===== src/rtl/dac_odelay_pkg.sv =====
// Shared types and helpers for the DAC lane ODELAY tap sequencer.
package dac_odelay_pkg;

  localparam int TAP_W = 9;

  typedef enum logic [2:0] {
    S_IDLE,
    S_SETUP,
    S_LOAD,
    S_SETTLE,
    S_VERIFY,
    S_RESP
  } state_t;

  // Bit offset of lane k inside the packed per-lane tap buses.
  function automatic int lane_slice(input int k);
    return k * TAP_W;
  endfunction

endpackage


===== src/rtl/dac_odelay_ctrl_if.sv =====
// Register-bus command/response channel of the ODELAY sequencer.
interface dac_odelay_ctrl_if #(
  parameter int LANE_W = 4
);
  import dac_odelay_pkg::*;

  logic              req_valid;
  logic              req_ready;
  logic              req_wr;
  logic [LANE_W-1:0] req_lane;
  logic [TAP_W-1:0]  req_value;
  logic              resp_valid;
  logic [TAP_W-1:0]  resp_value;
  logic              resp_err;

  modport master (
    output req_valid, req_wr, req_lane, req_value,
    input  req_ready, resp_valid, resp_value, resp_err
  );

  modport slave (
    input  req_valid, req_wr, req_lane, req_value,
    output req_ready, resp_valid, resp_value, resp_err
  );

endinterface


===== src/rtl/dac_odelay_lane_reg.sv =====
// One DAC lane: the tap value presented to the output buffer and its load level.
module dac_odelay_lane_reg
  import dac_odelay_pkg::*;
(
  input  logic             clk,
  input  logic             rst,
  input  logic             wr_en,
  input  logic [TAP_W-1:0] wr_value,
  input  logic             load_en,
  output logic [TAP_W-1:0] tap,
  output logic             load
);

  always_ff @(posedge clk or posedge rst) begin
    if (rst) begin
      tap  <= '0;
      load <= 1'b0;
    end else begin
      if (wr_en) tap <= wr_value;
      load <= load_en;
    end
  end

endmodule


===== src/rtl/dac_odelay_ctrl.sv =====
// Serves tap read/write commands: writes a lane tap, pulses its load, then
// polls the buffer readback until it matches or the verify window expires.
module dac_odelay_ctrl
  import dac_odelay_pkg::*;
#(
  parameter int N_LANES        = 16,
  parameter int LANE_W         = 4,
  parameter int SETUP_CYCLES   = 4,
  parameter int LOAD_CYCLES    = 8,
  parameter int SETTLE_CYCLES  = 8,
  parameter int TIMEOUT_CYCLES = 256
) (
  input  logic                       clk,
  input  logic                       rst,
  dac_odelay_ctrl_if.slave           bus,
  output logic [N_LANES*TAP_W-1:0]   delay_count_in,
  output logic [N_LANES-1:0]         delay_load,
  input  logic [N_LANES*TAP_W-1:0]   delay_count_out
);

  localparam int MAX_A   = (SETUP_CYCLES > LOAD_CYCLES) ? SETUP_CYCLES : LOAD_CYCLES;
  localparam int MAX_B   = (SETTLE_CYCLES > TIMEOUT_CYCLES) ? SETTLE_CYCLES : TIMEOUT_CYCLES;
  localparam int CNT_MAX = (MAX_A > MAX_B) ? MAX_A : MAX_B;
  localparam int CNT_W   = $clog2(CNT_MAX + 1);

  state_t              state_q, state_d;
  logic [CNT_W-1:0]    cnt_q, cnt_d;
  logic [LANE_W-1:0]   lane_q;
  logic [TAP_W-1:0]    value_q;
  logic [TAP_W-1:0]    resp_value_q, resp_value_d;
  logic                resp_err_q, resp_err_d;
  logic                ready_q;
  logic                accept, req_lane_ok, wr_accept;
  logic [TAP_W-1:0]    rb_req, rb_cur;
  logic [N_LANES-1:0]  wr_en, load_en;

  assign accept      = ready_q & bus.req_valid;
  assign req_lane_ok = (int'(bus.req_lane) < N_LANES);

  // Readback of the lane being requested now and of the lane being verified.
  always_comb begin
    rb_req = '0;
    rb_cur = '0;
    for (int k = 0; k < N_LANES; k++) begin
      if (bus.req_lane == LANE_W'(k)) rb_req = delay_count_out[lane_slice(k) +: TAP_W];
      if (lane_q == LANE_W'(k))       rb_cur = delay_count_out[lane_slice(k) +: TAP_W];
    end
  end

  always_comb begin
    state_d      = state_q;
    cnt_d        = cnt_q;
    resp_value_d = resp_value_q;
    resp_err_d   = resp_err_q;
    wr_accept    = 1'b0;
    unique case (state_q)
      S_IDLE: begin
        if (accept) begin
          cnt_d = '0;
          if (!req_lane_ok) begin
            state_d      = S_RESP;
            resp_err_d   = 1'b1;
            resp_value_d = '0;
          end else if (bus.req_wr) begin
            state_d   = S_SETUP;
            wr_accept = 1'b1;
          end else begin
            state_d      = S_RESP;
            resp_err_d   = 1'b0;
            resp_value_d = rb_req;
          end
        end
      end
      S_SETUP: begin
        if (cnt_q == CNT_W'(SETUP_CYCLES - 1)) begin
          state_d = S_LOAD;
          cnt_d   = '0;
        end else cnt_d = cnt_q + 1'b1;
      end
      S_LOAD: begin
        if (cnt_q == CNT_W'(LOAD_CYCLES - 1)) begin
          state_d = S_SETTLE;
          cnt_d   = '0;
        end else cnt_d = cnt_q + 1'b1;
      end
      S_SETTLE: begin
        if (cnt_q == CNT_W'(SETTLE_CYCLES - 1)) begin
          state_d = S_VERIFY;
          cnt_d   = '0;
        end else cnt_d = cnt_q + 1'b1;
      end
      // The first compare plus TIMEOUT_CYCLES retries, then give up with the last readback.
      S_VERIFY: begin
        if (rb_cur == value_q) begin
          state_d      = S_RESP;
          resp_err_d   = 1'b0;
          resp_value_d = rb_cur;
        end else if (cnt_q == CNT_W'(TIMEOUT_CYCLES)) begin
          state_d      = S_RESP;
          resp_err_d   = 1'b1;
          resp_value_d = rb_cur;
        end else cnt_d = cnt_q + 1'b1;
      end
      S_RESP:  state_d = S_IDLE;
      default: state_d = S_IDLE;
    endcase
  end

  // Load flops are fed from the next state so the pulse lines up with LOAD exactly.
  always_comb begin
    wr_en   = '0;
    load_en = '0;
    for (int k = 0; k < N_LANES; k++) begin
      if (bus.req_lane == LANE_W'(k)) wr_en[k] = wr_accept;
      if (lane_q == LANE_W'(k))       load_en[k] = (state_d == S_LOAD);
    end
  end

  always_ff @(posedge clk or posedge rst) begin
    if (rst) begin
      state_q      <= S_IDLE;
      cnt_q        <= '0;
      lane_q       <= '0;
      value_q      <= '0;
      resp_value_q <= '0;
      resp_err_q   <= 1'b0;
      ready_q      <= 1'b0;
    end else begin
      state_q      <= state_d;
      cnt_q        <= cnt_d;
      resp_value_q <= resp_value_d;
      resp_err_q   <= resp_err_d;
      ready_q      <= (state_d == S_IDLE);
      if (accept) begin
        lane_q  <= bus.req_lane;
        value_q <= bus.req_value;
      end
    end
  end

  assign bus.req_ready  = ready_q;
  assign bus.resp_valid = (state_q == S_RESP);
  assign bus.resp_value = resp_value_q;
  assign bus.resp_err   = resp_err_q;

  for (genvar k = 0; k < N_LANES; k++) begin : g_lane
    dac_odelay_lane_reg u_lane (
      .clk      (clk),
      .rst      (rst),
      .wr_en    (wr_en[k]),
      .wr_value (bus.req_value),
      .load_en  (load_en[k]),
      .tap      (delay_count_in[lane_slice(k) +: TAP_W]),
      .load     (delay_load[k])
    );
  end

endmodule


===== src/flat_wrapper.sv =====
// flat-port wrapper written by rule: the top's interface ports become plain ports
module dac_odelay_ctrl_flat import dac_odelay_pkg::*;
#(
  parameter int N_LANES        = 16,
  parameter int LANE_W         = 4,
  parameter int SETUP_CYCLES   = 4,
  parameter int LOAD_CYCLES    = 8,
  parameter int SETTLE_CYCLES  = 8,
  parameter int TIMEOUT_CYCLES = 256
)
  (clk, rst, delay_count_in, delay_load, delay_count_out, bus_req_valid, bus_req_wr, bus_req_lane, bus_req_value, bus_req_ready, bus_resp_valid, bus_resp_value, bus_resp_err);
  dac_odelay_ctrl_if #(.LANE_W(LANE_W)) bus_i ();
  input  logic clk;
  input  logic rst;
  output logic [N_LANES*TAP_W-1:0] delay_count_in;
  output logic [N_LANES-1:0] delay_load;
  input  logic [N_LANES*TAP_W-1:0] delay_count_out;
  input wire logic [$bits(bus_i.req_valid)-1:0] bus_req_valid;
  input wire logic [$bits(bus_i.req_wr)-1:0] bus_req_wr;
  input wire logic [$bits(bus_i.req_lane)-1:0] bus_req_lane;
  input wire logic [$bits(bus_i.req_value)-1:0] bus_req_value;
  output wire logic [$bits(bus_i.req_ready)-1:0] bus_req_ready;
  output wire logic [$bits(bus_i.resp_valid)-1:0] bus_resp_valid;
  output wire logic [$bits(bus_i.resp_value)-1:0] bus_resp_value;
  output wire logic [$bits(bus_i.resp_err)-1:0] bus_resp_err;
  assign bus_i.req_valid = bus_req_valid;
  assign bus_i.req_wr = bus_req_wr;
  assign bus_i.req_lane = bus_req_lane;
  assign bus_i.req_value = bus_req_value;
  assign bus_req_ready = bus_i.req_ready;
  assign bus_resp_valid = bus_i.resp_valid;
  assign bus_resp_value = bus_i.resp_value;
  assign bus_resp_err = bus_i.resp_err;
  dac_odelay_ctrl #(.N_LANES(N_LANES), .LANE_W(LANE_W), .SETUP_CYCLES(SETUP_CYCLES), .LOAD_CYCLES(LOAD_CYCLES), .SETTLE_CYCLES(SETTLE_CYCLES), .TIMEOUT_CYCLES(TIMEOUT_CYCLES)) u_core (.clk(clk), .rst(rst), .bus(bus_i), .delay_count_in(delay_count_in), .delay_load(delay_load), .delay_count_out(delay_count_out));
endmodule

===== config.mk =====
export PLATFORM = sky130hd
export DESIGN_NAME = dac_odelay_ctrl_flat
export DESIGN_NICKNAME = d
export VERILOG_FILES = /design/src/rtl/dac_odelay_pkg.sv /design/src/rtl/dac_odelay_ctrl_if.sv /design/src/rtl/dac_odelay_lane_reg.sv /design/src/rtl/dac_odelay_ctrl.sv /design/src/flat_wrapper.sv
export SDC_FILE = /design/constraint.sdc
export NUM_CORES = 1
export LEC_CHECK = 0
export ABC_AREA = 1
export BUFFER_PORTS_ARGS = -buffer_cell sky130_fd_sc_hd__buf_2
export CORE_UTILIZATION = 55
export CTS_CLUSTER_DIAMETER = 80
export DETAILED_ROUTE_END_ITERATION = 8
export PLACE_DENSITY = 0.85
export SETUP_SLACK_MARGIN = 0.05
export SYNTH_ARGS = -nofsm -noshare
export SYNTH_HDL_FRONTEND = slang
export SYNTH_SLANG_ARGS = --single-unit

===== constraint.sdc =====
create_clock -name clk -period 13.3 [get_ports clk]
set_clock_uncertainty 0.05 [all_clocks]
set_input_delay 0.665 -clock clk [delete_from_list [all_inputs] [get_ports clk]]
set_output_delay 0.665 -clock clk [all_outputs]
set_load 0.1 [all_outputs]

# After elaboration in Yosys (flattened, before gate mapping)
# Cells that the tools add are included.
# classes
n_addsub	1
eq_ne	45
mux	91
bitwise_logic	1
n_reduce_logical	9
# ops
operator	count
two-way mux 9 bit	41
equality test 4 bit, second input constant	16
two-way mux 1 bit	39
case mux 9 bit (4 select lines)	1
equality test 4 x 3 -> 1 bit, second input constant	8
two-way mux 3 bit	7
case mux 9 bit (2 select lines)	1
equality test 4 x 2 -> 1 bit, second input constant	4
case mux 3 bit (5 select lines)	1
adder 9 x 1 -> 9 bit, second input constant	1
equality test 3 x 2 -> 1 bit, second input constant	3
equality test 9 x 2 -> 1 bit, second input constant	1
equality test 9 x 3 -> 1 bit, second input constant	1
equality test 9 bit	1
equality test 9 bit, second input constant	1
equality test 4 x 1 -> 1 bit, second input constant	2
logical NOT 4 bit	2
AND reduction 4 bit	2
equality test 3 bit, second input constant	2
logical NOT 3 bit	2
!= test 2 bit, second input constant	3
nonzero test 4 bit	1
equality test 3 x 1 -> 1 bit, second input constant	1
!= test 3 x 1 -> 1 bit, second input constant	1
other kinds (5)	5
# totals
register_bits	196

# Depth between registers and ports, before layout
# logic_depth
depth_word	22
depth_mapped	26

# Cells and area by module
# Synthesis repeated with hierarchy kept, for this count alone.
# hier_totals
hier_cells	1484
hier_area_um2	10521.3
# by_module_without_submodules
module	instances	cells_each	area_per_inst_um2
dac_odelay_lane_reg	16	40	370.4
dac_odelay_ctrl	1	844	4595.7

# Worst setup path before layout
# No wires, ideal clock.
# synth_path
path_kind	register -> output
start	register u_core.state_q[2]
end	output port bus_resp_valid
arrival_time_ns	2.515
setup_slack_ns	10.070
stages_incl_launch_ff	3
path_buffers	0
path_cell_list	dfrtp_1 > inv_1 > nor3_1
# synth_via
elab_chain_len	1
# synth_lines
item	line	rtl
start: declaration	dac_odelay_ctrl.sv:26	state_t state_q, state_d;
start signal: assignment	dac_odelay_ctrl.sv:129	state_q <= state_d;
equality test 3 bit	dac_odelay_ctrl.sv:142	assign bus.resp_valid = (state_q == S_RESP);
end: declaration	flat_wrapper.sv:23	output wire logic [$bits(bus_i.resp_valid)-1:0] bus_resp_valid;
# Every way passes these cells.

# Worst setup path in the final report
# layout_path
start	register u_core.lane_q[2]
end	register u_core.g_lane[1].u_lane.load
# layout_via
elab_chain_len	22
# layout_lines
item	line	rtl
start: declaration	dac_odelay_ctrl.sv:28	logic [LANE_W-1:0] lane_q;
start signal: assignment	dac_odelay_ctrl.sv:135	lane_q <= bus.req_lane;
logical NOT 4 bit	dac_odelay_ctrl.sv:46	if (lane_q == LANE_W'(k)) rb_cur = delay_count_out[lane_slice(k) +: TAP_W];
two-way mux 9 bit (16 in a row)	dac_odelay_ctrl.sv:46	
equality test 9 bit	dac_odelay_ctrl.sv:94	if (rb_cur == value_q) begin
two-way mux 3 bit	dac_odelay_ctrl.sv:94	
case mux 3 bit (5 select lines)	dac_odelay_ctrl.sv:56	unique case (state_q)
equality test 3 x 2 -> 1 bit	dac_odelay_ctrl.sv:115	if (lane_q == LANE_W'(k)) load_en[k] = (state_d == S_LOAD);
two-way mux 1 bit (*)	dac_odelay_ctrl.sv:115	
named net u_core.g_lane[1].u_lane.load_en	dac_odelay_lane_reg.sv:9	input logic load_en,
end signal: assignment	dac_odelay_lane_reg.sv:20	load <= load_en;
end: declaration	dac_odelay_lane_reg.sv:11	output logic load
# The timed path passes the listed nets; every way through them passes the cells marked *.
# A chain may end at the register's enable or synchronous reset.

==> flow_summary.yaml <==
drt:
  finalWirelength_um: 35400
  antenna_left: 0
  firstDrtPassIters: 8
  post-route-drc-count: 1
  via_per_inst: 5.65
  vias: 10600
  drtIter0Drc: 1145
  wl_per_cell_um: 18.8
sta:
  rsz0062_at_grt: "no"
  slew-limit-headroom: 0.323
  fmax_mhz: 274
  finalCritPeriodShare: 0.274
  tightest_slew_ns: 1.01
  final-setup-viol-count: 0
  finalCriticalPeriod_ns: 3.65
  hold_viol: 0
  setup_tns_ns: 0
  setup_ws_ns: 9.65
  slew_violations: 0
global_routing:
  grt-ovfl-total: 0
  track_usage: 0.383
  grt_pass1_wl_um: 53700
  grt_max_degree: 138
  antenna_found_initial: 11
  grt_pass1_vias: 9937
clock_network:
  cts_sinks: 196
  cts_root_buffer: "clkbuf_16"
  insertion_delay_ns: 0.43
  h-tree-depth: 4
  path_clk_slew_ns: 0.08
  cts_resized: 0
  clockBufferDepth: 2
  cts_made_buffers: 17
  cts_tree: "done"
  cts_setup_buffers: 0
  hold_buffers: 0
critical_path:
  r2r_start: "u_core.lane_q[2]$_DFFE_PP0P_"
  cp_slowest_stage_delay_ns: 0.71
  startpoint_type: "register"
  arrival_ns: 3.92
  crit_fanout: 16
  reg2reg_to: "u_core.g_lane[1].u_lane.load$_DFF_PP0_"
  crit_top_cell: "nand2_1"
  crit_chain: "nor2_1 > nand2_2 > or2_0 > nand2_1 > nand4_1 > nor2_1 > nand4_1 > nor3_1 > nand4_1 > nand2_1 > nand2_1 > nand2_1 > nand2_1 > nor2_1 > nand2_2 > nand2_1 > nand2_2 > nand2_2 > nand2_2 > nand2_4 > nor2_1"
  critPathSlowestCell: "nor2_1"
  required_ns: 13.57
  critPathCaptureType: "register"
  criticalPathCategory: "reg2reg"
  worstRegToRegCells: 21
  regToRegSetupSlack_ns: 9.65
die:
  coreArea_um2: 17900
  die_w_um: 137
  die-area_um2: 18800
  pin_count: 333
  start_util: 0.560
  fp.dieH_um: 137
  core.rowCount: 49
cells_and_area:
  fill_cells: 1533
  regArea_um2: 4900
  syn_to_final_growth_pct: 23.7
  nNetsFinal: 1793
  multiInputGateArea_um2: 4420
  fin_cells: 1882
  drive_gt1_frac: 0.254
run_status:
  violations: "DRC"
  status: "complete, but fails checks"
power_and_ir_drop:
  p_leak_nw: 6.58
  design_power_total_mw: 2.79
  powerDensity_nw_per_um2: 225
  irDropWorstVdd_mv: 0.216
yosys:
  synth-simple-area-share: 0.298
  syn_avg_cell_area_um2: 7.56
  synth-async-reset-ratio: 1.00
  ys_seq_elements: 196
  synth_cell_types: 42
  synth_nets: 1490
  synth-xor-area-share: 0.00437
  synth_edf_count: 0
  synth_compound_area_frac: 0.135
  synth_top_family_by_area: "simple AND/OR/NAND/NOR gates"
  ys_warn_count: 0
  synthAdderAreaFrac: 0.00249
  synthMuxAreaShare: 0
  synthFlopType: "dfrtp_1"
  syn-cell-area_um2: 10000
  synthCells: 1327
  yosysSeqAreaShare: 0.489
placement:
  post-place-ws_ns: 9.76
  dp_hpwl_um: 26100
  gp_congestion: 1.04
  place_inst: 1840
  port_buffers: 332
worst_hold_path:
  min-delay-path-class: "in2async"
job:
  drv_cap: 0
## cells in the mapped netlist (3+ instances only)
cell	number	area, um2
xor2_1	4	35.0
inv_2	7	26.3
nand2_2	10	62.6
o21ai_1	14	70.1
nor3_1	6	30.0
o211ai_1	3	22.5
nand2_1	443	1660
or2_2	8	50.1
nor2_1	102	383
clkbuf_1	32	120
nor2_4	4	45.0
nand3_1	53	265
nor4_1	3	18.8
o2111ai_1	5	43.8
dfrtp_1	196	4900
nand4_1	42	263
buf_4	16	120
o21a_1	4	30.0
or2_0	8	50.1
a21oi_1	37	185
nor2_2	16	100
o31ai_1	4	30.0
o21ai_0	179	896
inv_1	107	402
## how the worst max path moves through the flow
stage / start / endpoint / slack, ns / cells after the start
after global placement: bus_req_valid / u_core.g_lane[14].u_lane.tap[3]$_DFFE_PP0P_ / 9.90 / 8
after CTS: u_core.lane_q[2]$_DFFE_PP0P_ / u_core.g_lane[1].u_lane.load$_DFF_PP0_ / 9.76 / 21
after floorplan: rst / u_core.bus.req_ready$_DFF_PP0_ / 7.24 / 1
after detailed placement: u_core.lane_q[2]$_DFFE_PP0P_ / u_core.g_lane[1].u_lane.load$_DFF_PP0_ / 9.76 / 21
final: u_core.lane_q[2]$_DFFE_PP0P_ / u_core.g_lane[1].u_lane.load$_DFF_PP0_ / 9.65 / 21
after global routing: u_core.lane_q[2]$_DFFE_PP0P_ / u_core.g_lane[0].u_lane.load$_DFF_PP0_ / 9.30 / 21
## cells by family after synthesis
| kind of cell | count (synthesis) |
|---|---|
| AND/OR/NAND/NOR | 701 |
| adder cells (fa/ha/maj) | 2 |
| AO/OA/AOI/OAI | 255 |
| flip-flops | 196 |
| XOR/XNOR | 5 |
| buffers and inverters | 168 |
## per-layer routing
layer / up-vias / routed length [um] / track usage
met5: - / 13 / 0
met4: 2 / 1370 / 0.165
met3: 103 / 3970 / 0.0978
met2: 685 / 16300 / 0.607
met1: 4923 / 13800 / 0.498
li1: 4923 / - / -
## flip-flops by register name (all words and copies together), names as in the netlist
register / flops
u_core.bus.req_ready: 1
u_core.g_lane.u_lane.tap: 144
u_core.lane_q: 4
u_core.g_lane.u_lane.load: 16
u_core.bus.resp_value: 9
u_core.bus.resp_err: 1
u_core.cnt_q: 9
u_core.state_q: 3
u_core.value_q: 9
## cells in the final DEF, fill, tap and decap left out, types with 3 or more instances in the layout
cell	n
o31ai_1	4
nor2_1	102
inv_1	106
clkbuf_16	17
inv_8	3
o2111ai_1	5
o21ai_0	179
nand3_1	53
nor2_2	16
inv_6	5
nor3_1	6
clkinv_8	3
nor4_1	3
a21oi_1	37
diode_2	10
inv_2	7
nor2_4	4
o21ai_1	14
or2_0	8
o211ai_1	3
buf_2	332
xor2_1	4
or2_2	8
nand4_1	42
dfrtp_1	196
nand2_2	10
nand2_1	443
buf_4	4
o21a_1	4
## layout make-up
class / count / share of cell area
antenna: 10 / 0.00202
tap: 229 / 0.0231
inverter: 116 / 0.0357
timing repair buffer: 336 / 0.136
clock inverter: 14 / 0.0161
clock buffer: 18 / 0.0354
sequential: 196 / 0.395
multi-input combinational: 963 / 0.356
## power breakdown
group / internal (mW) / switching, mW / leakage, nW / total (mW)
Clock: 0.296 / 0.262 / 0.312 / 0.559
Sequential: 0.711 / 0.0853 / 2.67 / 0.796
Combinational: 0.269 / 1.17 / 3.60 / 1.43
Total: 1.28 / 1.51 / 6.58 / 2.79
## critical path: cells and delay by family, from the launching register on
| kind | cells | cell delay (ns) |
|---|---|---|
| flip-flops | 1 | 0.45 |
| AND/OR/NAND/NOR | 21 | 3.02 |
## per-stage QoR
step | instance area (um2) | utilization | hold WS, ns
3_3_place_gp | 11700 | 0.656 | 0.407
2_1_floorplan | 10000 | - | 0.416
5_1_grt | 12400 | 0.693 | 0.436
3_5_place_dp | 11700 | 0.656 | 0.419
4_1_cts | 12400 | 0.692 | 0.432
6_report | 12400 | 0.693 | 0.367
Power figures use the tool's default switching activity.
